--- src/rtl/mem_access_unit.sv ---
// Load/store adapter between the MEM stage and a word-wide data memory; sub-word stores use read-modify-write.
// Optional range check on upper address bits is enabled by defining MAU_BOUNDS_CHECK_EN.
module mem_access_unit #(
  parameter int unsigned MEM_DEPTH_LOG2 = 10
) (
  input  logic        clk,
  input  logic        rst_n,
  input  logic        req,
  input  logic [2:0]  op,
  input  logic [31:0] addr,
  input  logic [31:0] wdata,
  output logic        busy,
  output logic [31:0] rdata,
  output logic        rdata_valid,
  output logic        addr_err,
  output logic [31:0] mem_addr,
  output logic [31:0] mem_wdata,
  output logic        mem_we,
  input  logic [31:0] mem_rdata
);

  typedef enum logic [1:0] {IDLE, LOAD, RMW_RD, WRITE} state_t;

  localparam logic [2:0] OP_LB  = 3'b000;
  localparam logic [2:0] OP_LH  = 3'b001;
  localparam logic [2:0] OP_LW  = 3'b010;
  localparam logic [2:0] OP_LBU = 3'b011;
  localparam logic [2:0] OP_LHU = 3'b100;
  localparam logic [2:0] OP_SB  = 3'b101;
  localparam logic [2:0] OP_SH  = 3'b110;
  localparam logic [2:0] OP_SW  = 3'b111;

`ifdef MAU_BOUNDS_CHECK_EN
  localparam logic BOUNDS_CHECK = 1'b1;
`else
  localparam logic BOUNDS_CHECK = 1'b0;
`endif

  state_t      state, state_next;
  logic [2:0]  op_q;
  logic [1:0]  off_q;
  logic [15:0] wdata_q;
  logic        misaligned, addr_hi_nz, reject;
  logic [31:0] byte_shift, load_val, merge_val;
  logic [15:0] half_sel;

  always_comb begin
    misaligned = 1'b0;
    case (op)
      OP_LH, OP_LHU, OP_SH: misaligned = addr[0];
      OP_LW, OP_SW:         misaligned = |addr[1:0];
      default:              misaligned = 1'b0;
    endcase
  end

  assign addr_hi_nz = (addr >> (MEM_DEPTH_LOG2 + 2)) != '0;
  // Misaligned and out-of-range share one reject path, so both together still pulse addr_err once.
  assign reject     = misaligned || (BOUNDS_CHECK && addr_hi_nz);

  assign busy   = (state != IDLE);
  assign mem_we = (state == WRITE) && rst_n;

  always_comb begin
    state_next = state;
    case (state)
      IDLE: begin
        if (req && !reject) begin
          if (op == OP_SW)                    state_next = WRITE;
          else if (op == OP_SB || op == OP_SH) state_next = RMW_RD;
          else                                 state_next = LOAD;
        end
      end
      LOAD:    state_next = IDLE;
      RMW_RD:  state_next = WRITE;
      WRITE:   state_next = IDLE;
      default: state_next = IDLE;
    endcase
  end

  always_ff @(posedge clk) begin
    if (!rst_n) state <= IDLE;
    else        state <= state_next;
  end

  assign byte_shift = mem_rdata >> {off_q, 3'b000};
  assign half_sel   = off_q[1] ? mem_rdata[31:16] : mem_rdata[15:0];

  always_comb begin
    load_val = mem_rdata;
    case (op_q)
      OP_LB:   load_val = {{24{byte_shift[7]}}, byte_shift[7:0]};
      OP_LH:   load_val = {{16{half_sel[15]}}, half_sel};
      OP_LBU:  load_val = {24'h000000, byte_shift[7:0]};
      OP_LHU:  load_val = {16'h0000, half_sel};
      default: load_val = mem_rdata;
    endcase
  end

  always_comb begin
    merge_val = mem_rdata;
    if (op_q == OP_SB) merge_val[{off_q, 3'b000} +: 8]         = wdata_q[7:0];
    else               merge_val[{off_q[1], 4'b0000} +: 16]    = wdata_q;
  end

  always_ff @(posedge clk) begin
    if (!rst_n) begin
      op_q        <= '0;
      off_q       <= '0;
      wdata_q     <= '0;
      rdata       <= '0;
      rdata_valid <= 1'b0;
      addr_err    <= 1'b0;
      mem_addr    <= '0;
      mem_wdata   <= '0;
    end else begin
      rdata_valid <= 1'b0;
      addr_err    <= 1'b0;
      case (state)
        IDLE: begin
          if (req) begin
            if (reject) begin
              addr_err <= 1'b1;
            end else begin
              op_q     <= op;
              off_q    <= addr[1:0];
              wdata_q  <= wdata[15:0];
              mem_addr <= {addr[31:2], 2'b00};
              if (op == OP_SW) mem_wdata <= wdata;
            end
          end
        end
        LOAD: begin
          rdata       <= load_val;
          rdata_valid <= 1'b1;
        end
        RMW_RD:  mem_wdata <= merge_val;
        default: ;
      endcase
    end
  end

endmodule

--- config.mk ---
export PLATFORM = sky130hd
export DESIGN_NAME = mem_access_unit
export DESIGN_NICKNAME = d
export VERILOG_FILES = /design/src/rtl/mem_access_unit.sv
export SDC_FILE = /design/constraint.sdc
export NUM_CORES = 1
export LEC_CHECK = 0
export BUFFER_PORTS_ARGS = -buffer_cell sky130_fd_sc_hd__buf_2
export CAP_MARGIN = 20
export CORE_ASPECT_RATIO = 0.6
export CORE_MARGIN = 2
export CORE_UTILIZATION = 55
export DETAILED_ROUTE_END_ITERATION = 8
export HOLD_SLACK_MARGIN = 0.02
export PLACE_DENSITY_LB_ADDON = 0.3
export SYNTH_ARGS = -nofsm -noshare
export SYNTH_HDL_FRONTEND = slang
export SYNTH_SLANG_ARGS = --single-unit
--- constraint.sdc ---
create_clock -name clk -period 4 [get_ports clk]
set_input_delay 0.8 -clock clk [delete_from_list [all_inputs] [get_ports clk]]
set_output_delay 0.8 -clock clk [all_outputs]
set_load 0.05 [all_outputs]
==> results list, run 1 <==
* Time the worst path needs with I/O delays and setup: 2.975 ns
* Chip width: 138.2 um
- Dividing the detail-routed via count by the number of cells gives 6.285.
- In this run, distinct cell masters in the synthesized netlist total 55.
- The final number of max-transition violations was 0.
* Async set-reset flop share out of synthesis: 0%
* Run status: finished clean
- Across the run, the number of max-cap violations was 0.
* Setup repair after global routing missed its margin: no
- The tree is rooted in a sky130_fd_sc_hd__clkbuf_16.
* Worst reg-to-reg setup slack: 1.02 ns
- Share of layout cells above drive strength 1: 28.42%
- With fillers left out, the area of the finished cells amounts to 7595 um^2.
* Count of buffers inserted at the top-level ports: 199
* FF+latch count, synth: 119
- In the synthesized netlist the dominant register cell turns out to be sky130_fd_sc_hd__dfxtp_1.
- The clock passes through at most 2 buffers.
- CTS Buf Count: 17
* Max Clock Skew: 0.007878 ns
- Clock-pin slew was measured on the worst setup and hold paths at 0.06 ns.
* Global-route wire length before repair: 32050 um
- TritonCTS built the clock tree.
* Sequential element share of the synthesized area: 40.06%
- Post-detailed-placement half-perimeter wirelength: 14460 um
* Fmax: 336.1 MHz
* Core footprint: 10560 um^2
- The count of nets left with antenna violations once routing finished came out at 0.
* Nature of the critical path endpoint: register
- Routability-driven placement finished with a final weighted congestion of 0.9307.
- Relative max-transition margin: 36.53%
* Yosys synthesis warning count: 0
- Entering global routing, the biggest net connects 67 pins.
- Final clock period utilization by the worst path: 74.38%
- Number of buffers added to fix hold violations after cts: 0
- Maximum net fanout on the critical path: 22
- Clk sink count: 119
- After floorplanning, the core was divided into 29 placement rows.
- Initial cell density of the core: 56.32%
- Power spread over the standard cell area amounts to 496.9 nW/um^2.
- Setup crit start kind: register
* Count of mapped cells out of synthesis: 750
* Number of antenna violations at the first check in global routing: 1
* Seq. cell area: 2384 um^2
* DRC marker count from the first detailed-route iteration: 917
- Post-CTS timing repair inserted 0 buffers for setup.
- Peak ir drop on the vdd network: 0.3252 mV
- Count of boundary I/O pins: 202
- In this run, post-CTS repair resized a total of 0 instances.
- The die covers 11690 um^2.
- The clock tree synthesis step divided the H-tree into 4 levels.
- Crit path arrival time: 3.24 ns
* Antenna Cells: 0
- Total Nets Final: 1023
- Sum Neg Setup Slack: 0 ns
* Tightest Hold Check Type: register to register
- Fillers: 889
- Wires add up to 20690 um.
- Drt pass-1 iters: 5
- Final routed wire length divided by cell count: 19.38 um
* Worst-Skew Late Latency: 0.42 ns
- The area growth from synthesis to layout is 27.71%.
- Count of unresolved DRC violations after routing: 0
* CP Data Required Time: 4.26 ns
- Via count of the first global-routing pass: 6168
- Critical path type: register to register
- The multi-input combinational cells in the finished layout cover a total of 3281 um^2.
- Count of vias placed by the detailed router: 6712
- After detailed placement, the total cell area comes to 6932 um^2.
- The number of hold violations in the final report came to 0.
- Setup violation total in the final timing report: 0
* Number of flops mapped to enable cells by yosys: 0
- After synthesis the cells add up to 5947 um^2.
* Transition at the pin with the smallest max-transition slack: 0.9498 ns
- At the end of the flow the core is filled with cells to 71.93%.
- Total routing usage reported by global routing: 34.32%
- Cell leakage power: 3.238 nW
* Vertical die dimension: 84.55 um
- Global routing finished with a remaining overflow of 0.
* Average size of a mapped cell: 7.929 um^2
-- stage by stage --
stage	hold WS, ns	cells	total power, W	worst slack [ns]
floorplan	0.4465	751	0.001903	1.702
global placement	0.4380	1033	0.002114	1.295
detailed placement	0.4430	1033	0.002138	1.191
CTS	0.4510	1065	0.003751	1.223
global route	0.4693	1068	0.003891	0.9394
finish	0.4507	1068	0.003774	1.025
-- kinds of logic after synthesis --
logic type / count (synthesis) / share of synthesized area (%)
buf+inv: 72 / 5.302
fa+ha+maj: 5 / 1.052
xor+xnor: 3 / 0.4419
flops: 119 / 40.06
mux: 34 / 6.122
other cells: 1 / 0.06306
simple gates: 219 / 16.52
compound gates: 297 / 30.44
-- where the power goes --
| part | switching (W) | leakage, nW | internal, W |
|---|---|---|---|
| clock | 0.000587 | 0.304 | 0.00104 |
| combinational | 0.000577 | 1.96 | 0.000223 |
| sequential | 0.0000706 | 0.971 | 0.00127 |
| total | 0.00123 | 3.24 | 0.00254 |
-- synthesized netlist by cell type (all sizes together) (10+ instances only) --
master | number | share of area, %
nand2 | 154 | 9.7
a21oi | 123 | 10
dfxtp | 119 | 40
o21ai | 66 | 5.6
clkbuf | 43 | 2.7
mux2i | 24 | 4.0
a221oi | 23 | 3.4
buf | 23 | 2.2
a31oi | 21 | 2.2
nor2b | 20 | 2.1
a211o | 14 | 2.1
nand2b | 12 | 1.3
a211oi | 10 | 1.3
-- worst paths after layout --
path                                  start  depth (start not counted)                   endpoint
setup reg to reg       op_q[0]$_SDFFE_PN0P_                          5  mem_wdata[7]$_SDFFE_PN0P_
hold / removal    mem_addr[20]$_SDFFE_PN0P_                          2  mem_addr[20]$_SDFFE_PN0P_
hold reg to reg   mem_addr[20]$_SDFFE_PN0P_                          2  mem_addr[20]$_SDFFE_PN0P_
setup / recovery       op_q[0]$_SDFFE_PN0P_                          5  mem_wdata[7]$_SDFFE_PN0P_
-- worst max-delay path, stage by stage (launching register included) --
cell and delay, ns:
sky130_fd_sc_hd__dfxtp_1 0.82, sky130_fd_sc_hd__and3b_1 0.63, sky130_fd_sc_hd__nor2_1 0.13, sky130_fd_sc_hd__a41o_1 0.35, sky130_fd_sc_hd__a221oi_1 0.69, sky130_fd_sc_hd__o22ai_1 0.18
-- registers in the layout, summed over array words and instances, names as in the netlist --
name / flops
mem_wdata: 32
rdata: 32
mem_addr: 30
wdata_q: 16
op_q: 3
off_q: 2
state: 2
addr_err: 1
rdata_valid: 1
-- layout make-up --
cell class / count / area share, %
Clock buffer: 17 / 5.601
Timing Repair Buffer: 212 / 14.56
Sequential cell: 119 / 31.38
Tap cell: 139 / 2.290
Inverter: 6 / 0.2965
Multi-Input combinational cell: 560 / 43.20
Clock inverter: 15 / 2.669
-- placed cells by master (no fill, tap or decap), types with 9 or more instances in the layout --
| cell type | synthesis | layout |
|---|---|---|
| sky130_fd_sc_hd__a31oi_1 | 21 | 20 |
| sky130_fd_sc_hd__nor2b_1 | 20 | 20 |
| sky130_fd_sc_hd__buf_2 | 15 | 199 |
| sky130_fd_sc_hd__clkbuf_16 | 0 | 17 |
| sky130_fd_sc_hd__mux2i_1 | 24 | 24 |
| sky130_fd_sc_hd__dfxtp_1 | 119 | 118 |
| sky130_fd_sc_hd__nand2_1 | 154 | 154 |
| sky130_fd_sc_hd__mux2_2 | 9 | 9 |
| sky130_fd_sc_hd__a21oi_1 | 123 | 123 |
| sky130_fd_sc_hd__nand2b_1 | 12 | 12 |
| sky130_fd_sc_hd__a211oi_1 | 10 | 10 |
| sky130_fd_sc_hd__a221oi_1 | 23 | 23 |
| sky130_fd_sc_hd__a211o_1 | 14 | 14 |
| sky130_fd_sc_hd__o21ai_0 | 65 | 65 |
| sky130_fd_sc_hd__buf_4 | 3 | 12 |
-- routing by layer --
metal	global-route usage (%)	share of wire, %	vias to the layer above
met5	0	0	-
met4	12.89	2.8	0
met3	12.09	14	70
met2	50.99	43	474
met1	46.27	40	3107
li1	-	-	3061
(Power assumes the default switching activity.)
==> run 2, diff against run 1 <==
--- a/config.mk
+++ b/config.mk
@@ -5,11 +5,12 @@
 export SDC_FILE = /design/constraint.sdc
 export NUM_CORES = 1
 export LEC_CHECK = 0
+export ABC_AREA = 1
 export BUFFER_PORTS_ARGS = -buffer_cell sky130_fd_sc_hd__buf_2
 export CAP_MARGIN = 20
 export CORE_ASPECT_RATIO = 0.6
 export CORE_MARGIN = 2
-export CORE_UTILIZATION = 55
+export CORE_UTILIZATION = 53
 export DETAILED_ROUTE_END_ITERATION = 8
 export HOLD_SLACK_MARGIN = 0.02
 export PLACE_DENSITY_LB_ADDON = 0.3
==> constraint.sdc (replaced) <==
create_clock -name clk -period 2.9 [get_ports clk]
set_input_delay 0.58 -clock clk [delete_from_list [all_inputs] [get_ports clk]]
set_output_delay 0.58 -clock clk [all_outputs]
set_load 0.05 [all_outputs]
==> run 2 against run 1 <==
Non-clock buffer count grew 2. Die area rose by 21%. Combinational power rose by 94%. Worst hold slack got worse by 0.046 ns. Clock skew up 0.0032 ns. Largest cell class unchanged.
==> results list, run 2 <==
- The leading register cell type out of synthesis is sky130_fd_sc_hd__dfxtp_1 (unchanged).
- Final non-filler cell area: 8509 um^2 (was 7595 um^2)
- Average size of a mapped cell: 5.997 um^2 (was 7.929 um^2)
- Largest net degree at the start of global routing: 78 (was 67)
* Postcts setup bufs: 0 (unchanged)
- The number of core rows came to 32 (was 29).
* Async set-reset flop share out of synthesis: 0% (unchanged)
* Vertical die dimension: 92.79 um (was 84.55 um)
- Number of buffers added to fix hold violations after cts: 0 (unchanged)
* Sequential element share of the synthesized area: 34.21% (was 40.06%)
- Global route overflow: 0 (unchanged)
* Sum of routed wire length over all layers: 22170 um (was 20690 um)
- Remaining antenna violation count: 0 (unchanged)
- Crit path arrival time: 1.60 ns (was 3.24 ns)
* Cell leakage power: 4.544 nW (was 3.238 nW)
- The total placed instance area was 7930 um^2 (was 6932 um^2).
- The critical path capture point type was an output pin (was register).
* Setup repair after global routing missed its margin: no (unchanged)
* CTS tree: built (unchanged)
* Maximum net fanout on the critical path: 4 (was 22)
* Top cells by area, synth: sky130_fd_sc_hd__dfxtp_1 34%, sky130_fd_sc_hd__nand2_1 26%, sky130_fd_sc_hd__a21oi_1 9.0%, sky130_fd_sc_hd__inv_1 5.4%, sky130_fd_sc_hd__nor2_1 4.7% (was sky130_fd_sc_hd__dfxtp_1 40%, sky130_fd_sc_hd__a21oi_1 10%, sky130_fd_sc_hd__nand2_1 9.7%, sky130_fd_sc_hd__o21ai_0 5.5%, sky130_fd_sc_hd__mux2i_1 4.0%)
* FF+latch count, synth: 119 (unchanged)
- The setup slack on the worst flop-to-flop path is 0.75 ns (was 1.02 ns).
- Count of buffers inserted at the top-level ports: 199 (unchanged)
- Die footprint: 14100 um^2 (was 11690 um^2)
* Placed instance count: 1472 (was 1033)
- Top cells by instance count after synthesis: 475 x sky130_fd_sc_hd__nand2_1, 125 x sky130_fd_sc_hd__a21oi_1, 119 x sky130_fd_sc_hd__dfxtp_1, 101 x sky130_fd_sc_hd__inv_1, 87 x sky130_fd_sc_hd__nor2_1 (was 154 x sky130_fd_sc_hd__nand2_1, 123 x sky130_fd_sc_hd__a21oi_1, 119 x sky130_fd_sc_hd__dfxtp_1, 65 x sky130_fd_sc_hd__o21ai_0, 43 x sky130_fd_sc_hd__clkbuf_1)
- Time the worst path needs with I/O delays and setup: 2.179 ns
- Total Nets Final: 1428 (was 1023)
- Antenna Cells: 0 (unchanged)
* Hold Crit Endpoint: mem_addr[9]$_SDFFE_PN0P_ (was mem_addr[20]$_SDFFE_PN0P_)
- The number of antenna violations at the first check in global routing was 0 (was 1).
- Run status: finished clean (unchanged)
- The maximum vdd ir drop came to 0.3673 mV (was 0.3252 mV).
- Most frequent cell after synthesis: sky130_fd_sc_hd__nand2_1 (unchanged)
- Setup crit start kind: register (unchanged)
* Sum Neg Setup Slack: 0 ns (unchanged)
- The commonest non-fill, non-tap cell in the layout was sky130_fd_sc_hd__nand2_1 (was sky130_fd_sc_hd__buf_2).
- Via count of the first global-routing pass: 6945 (was 6168)
- The critical hold path startpoint is addr[9] (was mem_addr[20]$_SDFFE_PN0P_).
- Post-detailed-placement half-perimeter wirelength: 15480 um (was 14460 um)
- Count of vias placed by the detailed router: 7887 (was 6712)
- CTS H-tree depth: 4 (unchanged)
* Max Clock Skew: 0.01105 ns (was 0.007878 ns)
* Count of endpoints failing hold in the final timing report: 0 (unchanged)
- Total count of max-transition violations in the final report: 0 (unchanged)
- Post-cts repair resize count: 0 (unchanged)
- The transition time of the tightest slew-check pin is 0.7502 ns (was 0.9498 ns).
- The worst slew margin relative to its limit was 49.99% (was 36.53%).
* Core footprint: 12850 um^2 (was 10560 um^2)
* Routability cong.: 0.9722 (was 0.9307)
- Timing would allow up to 459.0 MHz.
- Clk sink count: 119 (unchanged)
- The routed length per instance came to 14.74 um (was 19.38 um).
- Share of layout cells above drive strength 1: 20.01% (was 28.42%)
* Number of flops mapped to enable cells by yosys: 0 (unchanged)
- Setup violation total in the final timing report: 0 (unchanged)
- Count of boundary I/O pins: 202 (unchanged)
* Clock slew at the register clock pins of the worst setup and hold paths: 0.06 ns (about the same)
- Chip width: 152.0 um (was 138.2 um)
* Initial cell density of the core: 54.18% (was 56.32%)
- Final clock period utilization by the worst path: 75.12%
* Maximum root-to-sink buffer count: 2 (unchanged)
* Most frequent cells in the layout: 474 x sky130_fd_sc_hd__nand2_1, 199 x sky130_fd_sc_hd__buf_2, 125 x sky130_fd_sc_hd__a21oi_1 (was 199 x sky130_fd_sc_hd__buf_2, 154 x sky130_fd_sc_hd__nand2_1, 123 x sky130_fd_sc_hd__a21oi_1)
- Worst r2r path cells: 10 (was 5)
- The reg-to-reg startpoint was off_q[0]$_SDFFE_PN0P_ (was op_q[0]$_SDFFE_PN0P_).
- Root cell of the clock tree: sky130_fd_sc_hd__clkbuf_16 (unchanged)
- The mapped cell area was 6963 um^2 (was 5947 um^2).
- The via density per instance is 5.244 (was 6.285).
* Yosys synthesis warning count: 0 (unchanged)
- Library cells used by synthesis: 26 (was 55)
- Power density cells: 644.6 nW/um^2 (was 496.9 nW/um^2)
- The number of DRC markers after the initial detailed-route iteration is 856 (was 917).
- The worst hold path cell count came to 3 (was 2).
* Top cell type by total area after synthesis: sky130_fd_sc_hd__dfxtp_1 (unchanged)
- The number of remaining DRC errors was 0 (unchanged).
- Tightest Hold Check Type: primary input to register (was register to register)
* Worst-Skew Late Latency: 0.42 ns (about the same)
- The critical path class is register to output pin (was register to register).
- CTS Buf Count: 17 (unchanged)
- The share of Yosys cell area claimed by the top area cell type came to 34.21% (was 40.06%).
- Max-capacitance violation count: 0 (unchanged)
- The endpoint of the worst-slack reg-to-reg timing path is mem_wdata[14]$_SDFFE_PN0P_ (was mem_wdata[7]$_SDFFE_PN0P_).
* Synth-to-layout area growth: 22.21% (was 27.71%)
* CP Data Required Time: 2.32 ns (was 4.26 ns)
- Total routing usage reported by global routing: 30.82% (was 34.32%)
- The first-pass detailed-route iteration total came to 7 (was 5).
- Global-route wire length before repair: 35270 um (was 32050 um)
- Post-layout instance count excluding filler cells: 1504 (was 1068)
* Count of mapped cells out of synthesis: 1161 (was 750)
- Top flop regs: mem_wdata: 32 flops, rdata: 32 flops, mem_addr: 30 flops (unchanged)
## run 2: cell types whose count changed after synthesis, moves of 15 or more
| cell | delta |
|---|---|
| sky130_fd_sc_hd__a221oi_1 | -23 |
| sky130_fd_sc_hd__nand3_1 | +60 |
| sky130_fd_sc_hd__nor2_1 | +79 |
| sky130_fd_sc_hd__o211ai_1 | +26 |
| sky130_fd_sc_hd__o21ai_0 | -30 |
| sky130_fd_sc_hd__inv_1 | +96 |
| sky130_fd_sc_hd__nand2_1 | +321 |
| sky130_fd_sc_hd__mux2i_1 | -24 |
| sky130_fd_sc_hd__a31oi_1 | -21 |
| sky130_fd_sc_hd__buf_2 | +15 |
| sky130_fd_sc_hd__nor2b_1 | -20 |
## run 2: how the worst max path moves through the flow
stage	from	end
after floorplan	rst_n	mem_we
after global placement	off_q[1]$_SDFFE_PN0P_	mem_wdata[24]$_SDFFE_PN0P_
after detailed placement	off_q[0]$_SDFFE_PN0P_	mem_wdata[14]$_SDFFE_PN0P_
after CTS	state[1]$_SDFFE_PN0P_	mem_we
after global routing	off_q[0]$_SDFFE_PN0P_	mem_wdata[14]$_SDFFE_PN0P_
final	state[1]$_SDFFE_PN0P_	mem_we
## run 2: routing by layer
metal / vias to the layer above / track usage (%) / share of wire [%]
li1: 3973 / - / -
met3: 25 / 7.768 / 10
met4: 0 / 6.075 / 1.1
met5: - / 0 / 0
met1: 3515 / 44.32 / 46
met2: 374 / 46.85 / 43
## run 2: per-stage QoR
| stage | hold slack [ns] | setup slack, ns | total power [W] | utilization (%) |
|---|---|---|---|---|
| finish | 0.4052 | 0.7215 | 0.005485 | 66.21 |
| global route | 0.3988 | 0.5176 | 0.005733 | 66.21 |
| CTS | 0.3979 | 0.7342 | 0.005479 | 66.21 |
| detailed placement | 0.4522 | 0.7669 | 0.003403 | 61.70 |
| global placement | 0.4498 | 0.8095 | 0.003385 | 61.70 |
| floorplan | 0.4576 | 0.3294 | 0.003033 | - |
## run 2: power by group
group / switching [W] / internal (W)
Sequential: 0.0000835 / 0.00177
Clock: 0.000861 / 0.00122
Combinational: 0.00114 / 0.000404
Total: 0.00209 / 0.00340
## run 2: worst max-delay path: stages, from the launching register on
cell	delay, ns
sky130_fd_sc_hd__dfxtp_1	0.43
sky130_fd_sc_hd__inv_2	0.07
sky130_fd_sc_hd__nor3_1	0.35
sky130_fd_sc_hd__buf_2	0.34
## run 2: kinds of logic after synthesis
kind of cell | count (synthesis) | synth area share [%]
AO/OA/AOI/OAI | 196 | 15.51
adder cells (fa/ha/maj) | 5 | 0.8985
buffers and inverters | 188 | 11.54
flip-flops | 119 | 34.21
other | 1 | 0.05386
AND/OR/NAND/NOR | 652 | 37.79
## run 2: cell type report
class	instances	area [um^2]
flip-flops and latches	119	2382
multi-input cells	855	3786
fillers	1222	4343
clock buffers	18	439.2
repair buffers	214	1121
inverters	114	427.9
well taps	170	212.7
clock inverters	14	140.1
